### src/rtl/reaction_timer.sv
// Reaction-time game controller: random wait, GO light, tick-counted reaction.
// Reports the reaction count, flags false starts and saturates on timeout.
module reaction_timer #(
    parameter int CNT_W     = 16,
    parameter int DELAY_W   = 8,
    parameter int MIN_DELAY = 16,
    parameter int TICK_DIV  = 50000
) (
    input  logic             clock,
    input  logic             reset,
    input  logic             start,
    input  logic             stop,
    output logic             led,
    output logic [CNT_W-1:0] result,
    output logic             result_valid,
    output logic             false_start,
    output logic             busy
);

    localparam int TW = $clog2(TICK_DIV);

    typedef enum logic [2:0] {
        S_IDLE,
        S_WAIT,
        S_GO,
        S_DONE,
        S_FOUL
    } state_t;

    state_t           state, state_n;
    logic             start_q, stop_q;
    logic             start_ev, stop_ev;
    logic             tick, tclr;
    logic [15:0]      lfsr;
    logic [TW-1:0]    tcnt;
    logic [31:0]      delay, delay_n, delay_load;
    logic [CNT_W-1:0] count, count_n, result_n;

    assign start_ev   = start & ~start_q;
    assign stop_ev    = stop & ~stop_q;
    assign tick       = (tcnt == TW'(TICK_DIV - 1));
    assign delay_load = 32'(MIN_DELAY) + 32'(lfsr[DELAY_W-1:0]);

    always_ff @(posedge clock) begin
        if (reset) begin
            state        <= S_IDLE;
            start_q      <= 1'b0;
            stop_q       <= 1'b0;
            lfsr         <= 16'hACE1;
            tcnt         <= '0;
            delay        <= '0;
            count        <= '0;
            result       <= '0;
            led          <= 1'b0;
            busy         <= 1'b0;
            result_valid <= 1'b0;
            false_start  <= 1'b0;
        end else begin
            state        <= state_n;
            start_q      <= start;
            stop_q       <= stop;
            lfsr         <= {lfsr[14:0],
                             lfsr[15] ^ lfsr[13] ^ lfsr[12] ^ lfsr[10]};
            tcnt         <= (tclr || tick) ? '0 : tcnt + TW'(1);
            delay        <= delay_n;
            count        <= count_n;
            result       <= result_n;
            // Outputs follow the state being entered on this edge
            led          <= (state_n == S_GO);
            busy         <= (state_n == S_WAIT) || (state_n == S_GO);
            result_valid <= (state_n == S_DONE);
            false_start  <= (state_n == S_FOUL);
        end
    end

    always_comb begin
        state_n  = state;
        delay_n  = delay;
        count_n  = count;
        result_n = result;
        tclr     = 1'b0;
        unique case (state)
            S_IDLE, S_DONE, S_FOUL: begin
                if (start_ev) begin
                    state_n = S_WAIT;
                    delay_n = delay_load;
                    tclr    = 1'b1;
                end
            end
            S_WAIT: begin
                // A stop press beats a wait expiring on the same cycle
                if (stop_ev) begin
                    state_n = S_FOUL;
                end else if (tick) begin
                    if (delay == 32'd1) begin
                        state_n = S_GO;
                        count_n = '0;
                        tclr    = 1'b1;
                    end else begin
                        delay_n = delay - 32'd1;
                    end
                end
            end
            S_GO: begin
                if (stop_ev) begin
                    state_n  = S_DONE;
                    result_n = count;
                end else if (tick) begin
                    if (count == '1) begin
                        state_n  = S_DONE;
                        result_n = '1;
                    end else begin
                        count_n = count + CNT_W'(1);
                    end
                end
            end
            default: state_n = S_IDLE;
        endcase
    end

endmodule

### config.mk
export PLATFORM = sky130hd
export DESIGN_NAME = reaction_timer
export DESIGN_NICKNAME = d
export VERILOG_FILES = /design/src/rtl/reaction_timer.sv
export SDC_FILE = /design/constraint.sdc
export NUM_CORES = 1
export LEC_CHECK = 0
export CORE_MARGIN = 2
export CORE_UTILIZATION = 55
export DETAILED_ROUTE_END_ITERATION = 10
export HOLD_SLACK_MARGIN = 0.02
export PLACE_DENSITY = 0.74
export SETUP_SLACK_MARGIN = 0.1
export SLEW_MARGIN = 20
export SYNTH_ARGS = -nofsm -noshare
export SYNTH_HDL_FRONTEND = slang
export SYNTH_SLANG_ARGS = --single-unit
### constraint.sdc
create_clock -name clock -period 3.7 [get_ports clock]
set_clock_uncertainty 0.2 [all_clocks]
set_input_delay 0.74 -clock clock [delete_from_list [all_inputs] [get_ports clock]]
set_output_delay 0.74 -clock clock [all_outputs]
set_load 0.01 [all_outputs]
==> impl_metrics.json <==
{
  "hold_path_end": "lfsr[10]",
  "die_w_microns": 95.8,
  "clockRootBuffer": "clkbuf_8",
  "p_per_area_nw_per_um2": 450,
  "status": "finished, final reports clean",
  "reg2reg_to": "delay[6]",
  "htreeDepth": 3,
  "clk_latency_ns": 0.37,
  "crit_path_cell_trace": "or4_4 > or4_4 > nor3_2 > o21a_1 > buf_12 > o21ai_0 > a21oi_1",
  "combPwrFrac_pct": 16.0,
  "drt_iter0_drc": 221,
  "syn2layout_area_growth_pct": 11.6,
  "cts_buffers": 9,
  "drtPass1Iterations": 5,
  "grt_max_degree": 54,
  "fin_setup_tns_ns": 0,
  "synth-seq-cells": 105,
  "grt_pass1_wl_microns": 16600,
  "clockBufferDepth": 2,
  "crit_path_end_kind": "flop",
  "maxSlewViolCount": 0,
  "drive_gt1_share_pct": 7.49,
  "portBuffers": 23,
  "cap_violations": 0,
  "required_ns": 3.80,
  "holdPathStages": 1,
  "grt_usage_pct": 22.7,
  "diodes": 0,
  "vias": 3971,
  "synth_edf_count": 0,
  "arrival_ns": 3.28,
  "wl_per_cell_microns": 14.5,
  "rows": 33,
  "die_area_sq_um": 9170,
  "rr_worst_depth": 7,
  "critPathMaxFanout": 24,
  "ys.flop_type": "dfxtp_1",
  "switching_share_pct": 29.6,
  "crit_top_cell": "or4_4",
  "tightestPinTransition_ns": 0.923,
  "finalSetupViolCount": 0,
  "cpMaxStageDelayCell": "or4_4",
  "nNetsFinal": 578,
  "min_period_ns": 3.18,
  "cts_tree": "built",
  "rsz0062_at_grt": "no",
  "start_util_pct": 56.6,
  "p_leak_nw": 1.81,
  "design_area_sq_um": 5170,
  "yosysTopAreaCell": "dfxtp_1",
  "use_met1_pct": 30.5,
  "avgSynthCellArea_sq_um": 8.37,
  "r2r-start": "delay[24]",
  "fin_hold_ws_ns": 0.218,
  "syn_area_sq_um": 4630,
  "post_cts_resized": 0,
  "clock_sinks": 105,
  "timing.final.crit_share_pct": 85.9,
  "met3_usage_pct": 5.48,
  "hpwl_microns": 6820,
  "yosys_warnings": 0,
  "via_per_inst": 5.85,
  "die_height_microns": 95.8,
  "antenna_found_initial": 0,
  "min_from": "lfsr[9]",
  "synth-seq-area-share_pct": 45.4,
  "antenna_left": 0,
  "io_pins": 24,
  "seq_power_share_pct": 52.0,
  "slew_headroom_pct": 38.4,
  "synth_top_cell_area_share_pct": 45.4,
  "min_path_type": "reg -> reg",
  "hold_viol_final": 0,
  "core_sq_um": 8180,
  "yosysUniqueCellTypes": 46,
  "grt_pass1_vias": 3582,
  "startpoint_type": "flop",
  "p_int_mw": 1.64,
  "peakVddDrop_uv": 207,
  "clkPwrFrac_pct": 32.0,
  "synthCells": 553,
  "synth.area.top_cells": "dfxtp_1 45%, nor2_1 6.6%, a21oi_1 4.9%",
  "wl_microns": 9870,
  "grtUsageMet2_pct": 37.1,
  "max_stage_delay_ns": 0.56,
  "place_area_sq_um": 4960,
  "postCtsSetupBuffers": 0,
  "syn-num-nets": 562,
  "hold_buffers": 0,
  "synth.top_cells.by_count": "105 x dfxtp_1, 82 x nor2_1, 45 x a21oi_1",
  "busiest_layer": "met2",
  "overflow": 0,
  "drc": 0,
  "path_class": "reg -> reg",
  "synth_most_common_cell": "dfxtp_1",
  "fmax_mhz": 315,
  "p_sw_mw": 0.687,
  "routabilityCongestion": 0.873,
  "path_clk_slew_ns": 0.10,
  "r2r_slack_ns": 0.52,
  "async_flop_share_pct": 0
}
==> cells in the final DEF (no fill, tap or decap), types with 8 or more instances in the layout <==
| cell | count |
|---|---|
| clkdlybuf4s50_1 | 22 |
| xor2_1 | 11 |
| nor2b_1 | 13 |
| o21ai_0 | 28 |
| xnor2_1 | 15 |
| or2_2 | 11 |
| nand4_1 | 11 |
| o31ai_1 | 15 |
| or4_1 | 17 |
| nand2_1 | 31 |
| nor3_1 | 29 |
| nand3_1 | 17 |
| dfxtp_1 | 105 |
| or3_1 | 20 |
| nor2_1 | 82 |
| clkbuf_8 | 9 |
| nand2b_1 | 10 |
| inv_1 | 8 |
| buf_4 | 8 |
| a21oi_1 | 45 |
==> power by group through the flow <==
stage / Combinational, mW / Sequential, mW / Clock (mW)
CTS: 0.367 / 1.21 / 0.759
detailed placement: 0.365 / 1.23 / 0
finish: 0.371 / 1.21 / 0.742
global route: 0.410 / 1.21 / 0.804
global placement: 0.356 / 1.23 / 0
floorplan: 0.286 / 1.22 / 0
==> cells by family (layout without fill, tap and decap cells) <==
kind of cell | after synthesis | count (layout) | share of synthesized area (%)
and+or+nand+nor | 272 | 272 | 31.2
DFF | 105 | 105 | 45.4
AOI/OAI and AO/OA | 110 | 110 | 14.2
adders and majority gates | 5 | 5 | 1.35
xor gates and xnor gates | 26 | 26 | 4.92
buffers and inverters | 35 | 56 | 3.00
==> state kept, by name (all words and copies together) (netlist names) <==
signal        count
delay            32
count            16
lfsr             16
result           16
tcnt             16
state             3
busy              1
false_start       1
led               1
result_valid      1
start_q           1
stop_q            1
==> area by class of cell <==
class	instances	area [sq um]
clock buffer	9	124
clock inverter	7	83.8
fill	749	3010
inverter	8	30.0
multi-input combinational	413	2390
sequential	105	2100
tap	105	131
timing repair buffer	32	305
==> critical path: cells and delay by family, from the launching register on <==
kind | cells | cell delay, ns
and+or+nand+nor | 3 | 1.55
AOI/OAI and AO/OA | 3 | 0.78
DFF | 1 | 0.34
buffers and inverters | 1 | 0.23
==> stage by stage <==
stage	setup slack (ns)	std cells	util (%)	power (mW)
after floorplan	0.935	553	-	1.51
after global placement	0.564	663	60.7	1.59
after detailed placement	0.503	663	60.7	1.60
after CTS	0.520	679	63.2	2.33
after global routing	0.324	679	63.2	2.43
final	0.521	679	63.2	2.32
==> worst max-delay path by stage <==
stage / from / endpoint / slack (ns)
after floorplan: delay[24] / count[15] / 0.93
after global placement: start / delay[27] / 0.56
after detailed placement: start / delay[27] / 0.50
after CTS: delay[24] / delay[6] / 0.52
after global routing: delay[18] / delay[31] / 0.32
final: delay[24] / delay[6] / 0.52
==> per-layer routing <==
metal	vias to the layer above	wire (microns)
met1	1876	4720
li1	2011	-
met5	-	0
met4	0	133
met2	72	4590
met3	12	425
Power figures use the tool's default switching activity.
